**config.mk**
```make
export PLATFORM = sky130hd
export DESIGN_NAME = addsub_acc_stream
export DESIGN_NICKNAME = d
export VERILOG_FILES = /design/src/rtl/addsub_pkg.sv /design/src/rtl/addsub_sat_unit.sv /design/src/rtl/addsub_acc_stream.sv
export SDC_FILE = /design/constraint.sdc
export NUM_CORES = 1
export LEC_CHECK = 0
export ABC_AREA = 0
export CAP_MARGIN = 20
export CORE_ASPECT_RATIO = 1.2
export CORE_MARGIN = 5
export CORE_UTILIZATION = 47
export CTS_BUF_LIST = sky130_fd_sc_hd__clkbuf_8 sky130_fd_sc_hd__clkbuf_16
export DETAILED_ROUTE_END_ITERATION = 6
export PLACE_DENSITY_LB_ADDON = 0.15
export RECOVER_POWER = 100
export SLEW_MARGIN = 25
export SYNTH_ARGS = -nofsm -noshare
export SYNTH_HDL_FRONTEND = slang
export SYNTH_HIERARCHICAL = 1
export SYNTH_SLANG_ARGS = --single-unit
```
**constraint.sdc**
```tcl
create_clock -name clk -period 9.51 [get_ports clk]
set_input_delay 1.902 -clock clk [delete_from_list [all_inputs] [get_ports clk]]
set_output_delay 1.902 -clock clk [all_outputs]
set_load 0.01 [all_outputs]
```
**src/rtl/addsub_pkg.sv**
```systemverilog
// Shared definitions for the add/subtract/accumulate stream unit.
// Holds the 2-bit operation codes and the operation type used by
// addsub_acc_stream and addsub_sat_unit.
package addsub_pkg;

  typedef logic [1:0] op_t;

  localparam op_t OP_ADD  = 2'b00;
  localparam op_t OP_SUB  = 2'b01;
  localparam op_t OP_ACC  = 2'b10;
  localparam op_t OP_LOAD = 2'b11;

endpackage

```
**src/rtl/addsub_sat_unit.sv**
```systemverilog
// Combinational add/subtract core with optional unsigned saturation.
// Ports:
//   op      operation code (addsub_pkg OP_*)
//   lhs     left operand (accumulator for ACC, operand A otherwise)
//   rhs     right operand (operand A for ACC, operand B otherwise)
//   result  final result after optional clamp
//   carry   raw unsigned carry (ADD/ACC) or borrow (SUB)
//   ovf     raw two's-complement overflow
//   sat     clamp was applied (always 0 when SATURATE=0)
module addsub_sat_unit
  import addsub_pkg::*;
#(
  parameter int WIDTH    = 8,
  parameter bit SATURATE = 1'b0
) (
  input  logic [1:0]       op,
  input  logic [WIDTH-1:0] lhs,
  input  logic [WIDTH-1:0] rhs,
  output logic [WIDTH-1:0] result,
  output logic             carry,
  output logic             ovf,
  output logic             sat
);

  // Clamp high on carry-out, low on borrow; pass-through when wrapping.
  function automatic logic [WIDTH-1:0] sat_clamp(
    input logic [WIDTH-1:0] raw,
    input logic             hi,
    input logic             lo
  );
    if (SATURATE && hi) return '1;
    if (SATURATE && lo) return '0;
    return raw;
  endfunction

  logic [WIDTH:0]   sum;
  logic [WIDTH:0]   diff;
  logic [WIDTH-1:0] sum_raw;
  logic [WIDTH-1:0] diff_raw;

  assign sum      = {1'b0, lhs} + {1'b0, rhs};
  assign diff     = {1'b0, lhs} - {1'b0, rhs};
  assign sum_raw  = sum[WIDTH-1:0];
  assign diff_raw = diff[WIDTH-1:0];

  always_comb begin
    result = lhs;
    carry  = 1'b0;
    ovf    = 1'b0;
    sat    = 1'b0;
    case (op_t'(op))
      OP_ADD, OP_ACC: begin
        carry  = sum[WIDTH];
        ovf    = (lhs[WIDTH-1] == rhs[WIDTH-1]) && (sum_raw[WIDTH-1] != lhs[WIDTH-1]);
        result = sat_clamp(sum_raw, sum[WIDTH], 1'b0);
        sat    = SATURATE && sum[WIDTH];
      end
      OP_SUB: begin
        // The extra MSB of the widened difference is the unsigned borrow.
        carry  = diff[WIDTH];
        ovf    = (lhs[WIDTH-1] != rhs[WIDTH-1]) && (diff_raw[WIDTH-1] != lhs[WIDTH-1]);
        result = sat_clamp(diff_raw, 1'b0, diff[WIDTH]);
        sat    = SATURATE && diff[WIDTH];
      end
      default: begin
        result = lhs;
      end
    endcase
  end

endmodule

```
**src/rtl/addsub_acc_stream.sv**
```systemverilog
// Registered add/subtract/accumulate unit with valid/ready streams.
// One-cycle latency, full throughput, output held under backpressure.
// Ports:
//   clk, reset                 clock, synchronous active-high reset
//   in_valid/in_ready          input handshake (in_ready has no in_valid path)
//   in_op, in_a, in_b          operation and operands
//   out_valid/out_ready        output handshake
//   out_data                   result
//   out_carry/out_ovf          raw carry/borrow and signed overflow
//   out_zero/out_sat           result-is-zero and clamp-applied flags
//   acc_value                  accumulator contents
//   op_count                   accepted-beat counter, wraps at 2^CNT_W
module addsub_acc_stream
  import addsub_pkg::*;
#(
  parameter int WIDTH    = 8,
  parameter bit SATURATE = 1'b0,
  parameter int CNT_W    = 8
) (
  input  logic             clk,
  input  logic             reset,
  input  logic             in_valid,
  output logic             in_ready,
  input  logic [1:0]       in_op,
  input  logic [WIDTH-1:0] in_a,
  input  logic [WIDTH-1:0] in_b,
  output logic             out_valid,
  input  logic             out_ready,
  output logic [WIDTH-1:0] out_data,
  output logic             out_carry,
  output logic             out_ovf,
  output logic             out_zero,
  output logic             out_sat,
  output logic [WIDTH-1:0] acc_value,
  output logic [CNT_W-1:0] op_count
);

  logic             vld_p1;
  logic [WIDTH-1:0] data_p1;
  logic             carry_p1;
  logic             ovf_p1;
  logic             zero_p1;
  logic             sat_p1;
  logic [WIDTH-1:0] acc_q;
  logic [CNT_W-1:0] cnt_q;

  logic             accept;
  logic             is_acc;
  logic [WIDTH-1:0] lhs_p0;
  logic [WIDTH-1:0] rhs_p0;
  logic [WIDTH-1:0] res_p0;
  logic             carry_p0;
  logic             ovf_p0;
  logic             sat_p0;

  // Stage p0: handshake and combinational compute
  assign in_ready = ~reset & (~vld_p1 | out_ready);
  assign accept   = in_valid & in_ready;
  assign is_acc   = (op_t'(in_op) == OP_ACC);
  assign lhs_p0   = is_acc ? acc_q : in_a;
  assign rhs_p0   = is_acc ? in_a  : in_b;

  addsub_sat_unit #(
    .WIDTH    (WIDTH),
    .SATURATE (SATURATE)
  ) u_sat_unit (
    .op     (in_op),
    .lhs    (lhs_p0),
    .rhs    (rhs_p0),
    .result (res_p0),
    .carry  (carry_p0),
    .ovf    (ovf_p0),
    .sat    (sat_p0)
  );

  // Stage p1: output register, accumulator and counter
  always_ff @(posedge clk) begin
    if (reset) begin
      vld_p1   <= 1'b0;
      data_p1  <= '0;
      carry_p1 <= 1'b0;
      ovf_p1   <= 1'b0;
      zero_p1  <= 1'b0;
      sat_p1   <= 1'b0;
      acc_q    <= '0;
      cnt_q    <= '0;
    end else if (accept) begin
      vld_p1   <= 1'b1;
      data_p1  <= res_p0;
      carry_p1 <= carry_p0;
      ovf_p1   <= ovf_p0;
      zero_p1  <= (res_p0 == '0);
      sat_p1   <= sat_p0;
      cnt_q    <= cnt_q + CNT_W'(1);
      if (is_acc || (op_t'(in_op) == OP_LOAD)) acc_q <= res_p0;
    end else if (out_ready) begin
      // Drained with nothing new: drop valid, keep the last data visible.
      vld_p1 <= 1'b0;
    end
  end

  assign out_valid = vld_p1;
  assign out_data  = data_p1;
  assign out_carry = carry_p1;
  assign out_ovf   = ovf_p1;
  assign out_zero  = zero_p1;
  assign out_sat   = sat_p1;
  assign acc_value = acc_q;
  assign op_count  = cnt_q;

endmodule

```
---- Yosys cells after proc, flatten, opt, wreduce, memory -nomap -nowiden ----
Index checks and enable logic that the tools add are counted.
word-level totals
  flip-flop bits (word level) ............. 28
  output and inout bits ................... 30
  logic and storage cells ................. 37
cells by class
  add/sub/neg operators ................... 3
  equal/unequal tests ..................... 7
  multiplexer cells ....................... 7
  bitwise operators ....................... 5
  reductions and logical operators ........ 8
operators with widths
  cell                                                 count
  2-to-1 mux 8 bit                                     2
  case mux 8 bit (2 select lines)                      1
  adder 8 x 8 -> 9 bit                                 1
  subtractor 8 x 8 -> 9 bit                            1
  adder 8 x 1 -> 8 bit, second input constant          1
  zero test 8 bit                                      1
  equality test 2 bit, second input constant           2
  case mux 1 bit (2 select lines)                      2
  != test 1 bit                                        3
  bitwise AND 1 bit                                    2
  equality test 2 x 1 -> 1 bit, second input constant  1
  logical AND 1 bit                                    2
  zero test 2 bit                                      1
  2-to-1 mux 1 bit                                     2
  NOT 1 bit                                            2
  AND reduction 2 bit                                  1
  nonzero test 2 bit                                   1
  OR reduction 2 bit                                   1
  equality test 1 bit                                  1
  logical OR 1 bit                                     1
  bitwise OR 1 bit                                     1

---- Depth between registers and ports, before layout ----
Gate-level depths: netlist of the first run.
  depth after elaboration ................. 6
  gate-level depth with buffers ........... 16

---- By module ----
The synthesis of the first run kept the hierarchy.
by module, submodules not included
  module             instances  cells each  area each (µm²)
  addsub_acc_stream  1          147         1,337.5
  addsub_sat_unit    1          124         883.3

---- Worst setup path after synthesis of the first run ----
OpenSTA, ideal clock, no wires.
  path kind ............................... input port to flip-flop
  from .................................... input port in_op[0]
  to ...................................... register zero_p1, in the netlist out_zero
  setup time .............................. 70 ps
  arrival time ............................ 4,746 ps
  required time ........................... 9,440 ps
  slack ................................... 4,694 ps
  stages on the path ...................... 15
  cell sequence ........................... nand2b_1 > clkbuf_1 > buf_2 > mux2_2 > ha_1 > fa_1 > inv_1 > o21bai_1 > a21o_1 > a221oi_2 > o21ai_1 > a211o_1 > nor4_1 > nand3_1 > a21oi_1
on the way
  longest elaborated chain between the ends .. 5
  elaborated cells on any way between the ends .. 10
  classes of those cells .................. 2 x add/sub; 2 x eq/ne; 3 x mux; 3 x reduce/logical
ends and longest elaborated chain
  item                                                                      line                                          RTL
  start: declaration                                                        addsub_acc_stream.sv:24                       input logic [1:0] in_op,
  equality test 2 bit *                                                     addsub_acc_stream.sv:59                       assign is_acc = (op_t'(in_op) == OP_ACC);
  2-to-1 mux 8 bit *                                                        addsub_acc_stream.sv:61                       assign rhs_p0 = is_acc ? in_a : in_b;
  named net rhs_p0[0]                                                       addsub_acc_stream.sv:50                       logic [WIDTH-1:0] rhs_p0;
  subtractor 8 x 8 -> 9 bit / adder 8 x 8 -> 9 bit (equally long branches)  addsub_sat_unit.sv:42, addsub_sat_unit.sv:41
  case mux 8 bit (2 select lines) *                                         addsub_sat_unit.sv:51                         case (op_t'(op))
  named net res_p0[6]                                                       addsub_acc_stream.sv:51                       logic [WIDTH-1:0] res_p0;
  zero test 8 bit *                                                         addsub_acc_stream.sv:92                       zero_p1 <= (res_p0 == '0);
  end signal: assignment                                                    addsub_acc_stream.sv:92
  end: declaration                                                          addsub_acc_stream.sv:42                       logic zero_p1;
The timed path passes the listed nets; every way through them passes the cells marked *.
A chain may end at the register's enable or synchronous reset.

---- Final worst setup path of the first run ----
  from .................................... input port in_op[0]
  to ...................................... register zero_p1, in the netlist out_zero
on the way
  longest elaborated chain between the ends .. 5
  elaborated cells on any way between the ends .. 10
  classes of those cells .................. 2 x add/sub; 2 x eq/ne; 3 x mux; 3 x reduce/logical
ends and longest elaborated chain
  item                                                                      line                                          RTL
  equality test 2 bit *                                                     addsub_acc_stream.sv:59
  2-to-1 mux 8 bit *                                                        addsub_acc_stream.sv:60                       assign lhs_p0 = is_acc ? acc_q : in_a;
  named net lhs_p0[0]                                                       addsub_acc_stream.sv:49                       logic [WIDTH-1:0] lhs_p0;
  subtractor 8 x 8 -> 9 bit / adder 8 x 8 -> 9 bit (equally long branches)  addsub_sat_unit.sv:42, addsub_sat_unit.sv:41
  case mux 8 bit (2 select lines) *                                         addsub_sat_unit.sv:51
  named net res_p0[6]                                                       addsub_acc_stream.sv:51
  zero test 8 bit *                                                         addsub_acc_stream.sv:92
Marks and branches as above.

==> flow_summary_export.csv, run 1 <==
group,metric,value,unit
setup_path,timing.rr.end,"out_zero",
routing,antenna_left,0,
grt,grt_overflow,0,
grt,grt_antenna_before_repair,0,
power,pwr-share-seq,36.7,%
power,intPower,252,uW
sta,timing.slew.headroom,35.6,%
sta,worst_slack,3.66,ns
synthesis,synthArstFlopShare,0,%
synthesis,ys_seq_area_share,26.1,%
final_layout,multi_input_area,1490,um2
routing,dr.pass1.iters,4,
sta,final_hold_viol_count,0,
final_layout,seq_area,581,um2
final_layout,num_antenna_cells,0,
clock_network,cts_resized,0,
sta,fin_tns_setup,0,ns
clock_network,post_cts_buffers,0,
routing,drc,0,
grt,grt_first_pass_wirelength,9180,um
floorplan,io_pins,52,
floorplan,core,4590,um2
routing,vias,2059,
routing,vias_per_cell,5.53,
floorplan,die_area,6210,um2
synthesis,synth_area,2220,um2
synthesis,synth.top_cell.area_share,26.1,%
sta,rsz0062_at_grt,"false",
placed_design,dpl.hpwl,4290,um
synthesis,synth-edff-count,0,
sta,worst_slew_pin_slew,0.963,ns
power,p_sw_share,31.2,%
final_layout,fin_nets,354,
routing,wl_met1,2270,um
power,p_leak,1.25,nW
synthesis,ys_warn_count,6,
clock_network,cts.sinks,29,
synthesis,synth_fp_nets,312,
clock_network,path_clk_slew,0.06,ns
placed_design,dp.cells,364,
synthesis,ys_ff_latch,29,
setup_path,worstReg2RegStart,"acc_value[0]",
synthesis,synth_area_per_cell,8.20,um2
routing,top_layer,"met4",
floorplan,die_w,72.8,um
final_layout,layout-drive-gt1-share,7.64,%
min_path,hp-start,"out_data[7]",
clock_network,worstSkewPairLatency,0.27,ns
power,p_switching,114,uW
placed_design,place_congestion,0.947,
routing,wirelength,5430,um
power,p_comb_share,33.4,%
clock_network,cts-root-buf,"clkbuf_8",
floorplan,fp-row-count,27,
synthesis,synth.most_common_cell,"nand2_1",
sta,fin_skew,0.00137,ns
sta,period_minus_slack,5.85,ns
clock_network,cts_max_path_buffers,2,
flow_run,maxCapViolations,0,
sta,setup-violations-final,0,
placed_design,place_ws,3.40,ns
power,clock_power_share,29.9,%
grt,track_usage,18.5,%
routing,drt_iter0_drc,84,
floorplan,die_h,85.3,um
synthesis,synth_top_cell_by_area,"dfxtp_1",
synthesis,synth_area_leaders,"dfxtp_1, ha_1, mux2_2, nand2_1, nor2_1",
synthesis,yosys_most_used_dff,"dfxtp_1",
sta,max_freq,171,MHz
final_layout,fillCellCount,444,
setup_path,arrival,5.97,ns
routing,wl_met3,208,um
status,status,"finished, final reports clean",
setup_path,r2r_cells,12,
synthesis,synthCells,271,
clock_network,cts_tree,"yes",
clock_network,cts_max_level,2,
sta,drv_slew,0,
clock_network,postCtsHoldBufs,0,
setup_path,crit_required,9.63,ns
synthesis,ys_types,51,
min_path,hold_depth,2,
routing,dr_wl_met2,2850,um
grt,grt_max_degree,33,
power,p_per_area,130,nW/um2
min_path,hold_end,"out_data[7]",
final_layout,final-instance-count-excl-fill,372,
sta,final.period_utilization,61.5,%
clock_network,cts_buffers,5,
final_layout,fin_util,61.2,%
setup_path,crit_type,"in2reg",
power,ir_drop,60.2,uV
routing,routedWlPerCell,14.6,um
setup_path,endpoint_kind,"flip-flop",
final_layout,area_delta_synth_final,26.7,%
setup_path,cp-start-kind,"primary input",
placed_design,port_buffers,51,
setup_path,cp_max_fo,16,
grt,grt_pass1_vias,1952,
min_path,min_path_type,"reg2reg",
synthesis,synth.top_cells.by_count,"nand2_1, dfxtp_1, nor2_1",
floorplan,start_util,48.3,%
setup_path,rrSetupSlack,6.59,ns
[cell type report]
class / instances / area share [%]
Sequential cell: 29 / 20.6
Timing Repair Buffer: 51 / 18.1
Inverter: 15 / 2.00
Multi-Input combinational cell: 211 / 53.0
Clock buffer: 7 / 3.42
Clock inverter: 1 / 0.178
Tap cell: 58 / 2.58
[worst max-delay path, cell delays in order]
cell and delay [ns]:
dlygate4sd3_1 0.85, nand2b_1 0.67, mux2_1 0.42, ha_1 0.24, fa_1 0.36, inv_1 0.09, o21bai_1 0.08, a21o_1 0.22
a21o_1 0.19, a2111oi_0 0.48, a211o_1 0.22, nor4_1 0.06, nand3_1 0.11, a21oi_1 0.07
[power groups by stage]
stage / sequential [mW] / combinational [mW] / clock, mW
floorplan: 0.140 / 0.0825 / 0
global placement: 0.137 / 0.127 / 0
detailed placement: 0.137 / 0.128 / 0
CTS: 0.135 / 0.128 / 0.111
global route: 0.136 / 0.136 / 0.117
finish: 0.134 / 0.122 / 0.109
[cell usage in the layout, fill, tap and decap left out, types with 4 or more instances in the layout]
cell type        instances
nor3_1                   4
mux2i_1                 10
nand3_1                  6
inv_1                   14
dfxtp_1                 29
clkdlybuf4s50_1         19
dlygate4sd3_1           32
clkbuf_8                 7
a21oi_1                 12
nand2_1                 32
xnor2_1                  8
nand2b_1                12
nand3b_1                11
nor2_1                  29
ha_1                    17
mux2_2                  13
[how the worst max path moves through the flow]
stage	from	endpoint	slack (ns)	depth (start not counted)
4_1_cts	in_op[0]	out_zero	3.67	14
3_5_place_dp	in_op[0]	out_zero	3.40	14
6_report	in_op[0]	out_zero	3.66	14
3_3_place_gp	in_op[0]	out_zero	3.52	14
5_1_grt	in_op[0]	out_zero	3.33	14
2_1_floorplan	in_op[0]	out_zero	4.69	15
[logic make-up after synthesis]
logic type      synth area share (%)
xor+xnor                        3.55
other cells                    0.169
fa+ha+maj                       11.4
flops                           26.1
mux                             12.6
compound gates                  16.4
simple gates                    24.1
buf+inv                         5.69
[metal layers]
metal  vias up  track usage (%)
met5         -                0
met4         0             6.71
met3         9             3.08
met2        44             34.0
met1       982             20.8
li1       1024                -
[sequential cells by signal (all words and copies together) (netlist names)]
register,flops
acc_value,8
op_count,8
out_data,8
out_carry,1
out_ovf,1
out_sat,1
out_valid,1
out_zero,1
[through the flow]
stage | area (um2) | power, mW | hold WS, ns
5_1_grt | 2810 | 0.389 | 0.500
2_1_floorplan | 2220 | 0.222 | 0.481
6_report | 2810 | 0.366 | 0.475
3_5_place_dp | 2730 | 0.265 | 0.468
3_3_place_gp | 2730 | 0.264 | 0.463
4_1_cts | 2840 | 0.374 | 0.481
(Power assumes the default switching activity.)
==> run 2: changes to the inputs <==
CORE_UTILIZATION = 46   (was 47)
clock period = 4.99 ns   (was 9.51 ns; I/O delays follow)
==> flow_summary_export.csv, run 2 (synthesis results as in run 1) <==
group,metric,value,unit
setup_path,cp_max_fo,9,
routing,drc,0,
final_layout,layout_commonest_cell,"dlygate4sd3_1",
routing,vias,2092,
power,p_leak,1.25,nW
floorplan,core,4630,um2
grt,grt_antenna_before_repair,0,
clock_network,cts_tree,"yes",
final_layout,area_delta_synth_final,27.2,%
final_layout,layout_common_cells,"dlygate4sd3_1, nand2_1, nor2_1, dfxtp_1, clkdlybuf4s50_1",
placed_design,dpl.hpwl,4440,um
routing,antenna_left,0,
grt,use_met3,1.99,%
grt,top_usage_layer,"met2",
routing,vias_per_cell,5.56,
setup_path,rrSetupSlack,1.96,ns
setup_path,cp-start-kind,"primary input",
min_path,hold_depth,2,
clock_network,path_clk_slew,0.07,ns
setup_path,crit_required,5.10,ns
setup_path,arrival,4.55,ns
min_path,min_path_type,"reg2reg",
floorplan,start_util,48.0,%
clock_network,post_cts_buffers,0,
min_path,hold_end,"out_data[1]",
placed_design,place_ws,0.477,ns
final_layout,design_area,2830,um2
sta,max_freq,225,MHz
grt,grt_overflow,0,
setup_path,r2r_cells,12,
grt,grt_max_degree,33,
clock_network,cts_max_path_buffers,2,
min_path,hp-start,"out_data[1]",
sta,rsz0062_at_grt,"false",
clock_network,cts_resized,0,
setup_path,worstReg2RegStart,"acc_value[0]",
routing,dr.pass1.iters,4,
power,p_total,679,uW
sta,worst_slack,0.554,ns
final_layout,num_antenna_cells,0,
clock_network,worstSkewPairLatency,0.28,ns
sta,final_hold_viol_count,0,
grt,track_usage,18.1,%
power,ir_drop,132,uV
sta,fin_hold_ws,0.477,ns
placed_design,port_buffers,51,
placed_design,place_congestion,0.955,
power,p_per_area,240,nW/um2
sta,setup-violations-final,0,
routing,drt_iter0_drc,137,
sta,period_minus_slack,4.44,ns
setup_path,crit_type,"in2reg",
final_layout,fin_nets,358,
floorplan,die_h,86.1,um
setup_path,endpoint_kind,"flip-flop",
clock_network,cts.sinks,29,
sta,timing.slew.headroom,20.4,%
grt,grt_first_pass_wirelength,9090,um
clock_network,cts_max_level,2,
sta,fin_skew,0.00452,ns
flow_run,maxCapViolations,0,
grt,grt_pass1_vias,1931,
routing,routedWlPerCell,15.0,um
sta,fin_tns_setup,0,ns
setup_path,crit_start,"in_op[0]",
routing,wirelength,5630,um
final_layout,layout-drive-gt1-share,8.18,%
clock_network,cts-root-buf,"clkbuf_8",
sta,final.period_utilization,88.9,%
grt,grtUsageMet2,31.3,%
placed_design,place_area,2760,um2
status,status,"finished, final reports clean",
floorplan,die_area,6320,um2
floorplan,fp-row-count,27,
floorplan,io_pins,52,
sta,worst_slew_pin_slew,1.19,ns
floorplan,die_w,73.4,um
sta,drv_slew,0,
clock_network,cts_buffers,5,
grt,met1_usage,22.2,%
clock_network,postCtsHoldBufs,0,
setup_path,timing.rr.end,"out_zero",
-- run 2: cell type report --
cell class	instances	area, um2
Clock buffer	5	68.8
Clock inverter	3	17.5
Fill cell	446	1800
Inverter	15	56.3
Multi-Input combinational cell	211	1490
Sequential cell	29	581
Tap cell	58	72.6
Timing Repair Buffer	55	537
-- run 2: worst max path at each step --
stage                    end  slack [ns]  cells after the start
global route        out_zero        0.41                     13
detailed placement  out_zero        0.48                     13
finish              out_zero        0.55                     14
floorplan           out_zero        1.08                     15
global placement    out_zero        0.52                     13
CTS                 out_zero        0.77                     13
-- run 2: layer usage --
metal,vias to the layer above,share of wire [%]
met5,-,0
met3,16,4.1
met1,975,44
met2,58,49
li1,1043,-
met4,0,2.4
-- run 2: critical path, cell delays in order --
cell	delay, ns
dlygate4sd3_1	0.57
nand2b_1	0.35
mux2_1	0.41
ha_1	0.24
fa_1	0.36
inv_1	0.09
o21bai_1	0.08
a21o_1	0.22
a21o_1	0.19
a2111oi_0	0.59
a211o_1	0.22
nor4_1	0.05
nand3_1	0.10
a21oi_1	0.06
-- run 2: report_power, final --
part           switching, mW  internal [mW]  total (mW)
clock network         0.0901         0.0959       0.186
logic                  0.127          0.111       0.237
registers            0.00945          0.246       0.256
total                  0.226          0.453       0.679
-- run 2: metrics by stage --
stage               std cells  utilization [%]
CTS                       376             61.6
global route              376             61.0
floorplan                 271                -
global placement          368             59.7
finish                    376             61.0
detailed placement        368             59.7
==> run 3: changes to the inputs <==
SLEW_MARGIN = 15   (was 25)
==> results of run 3 <==
No change in the layout: final DEF, timing and power equal those of run 2.
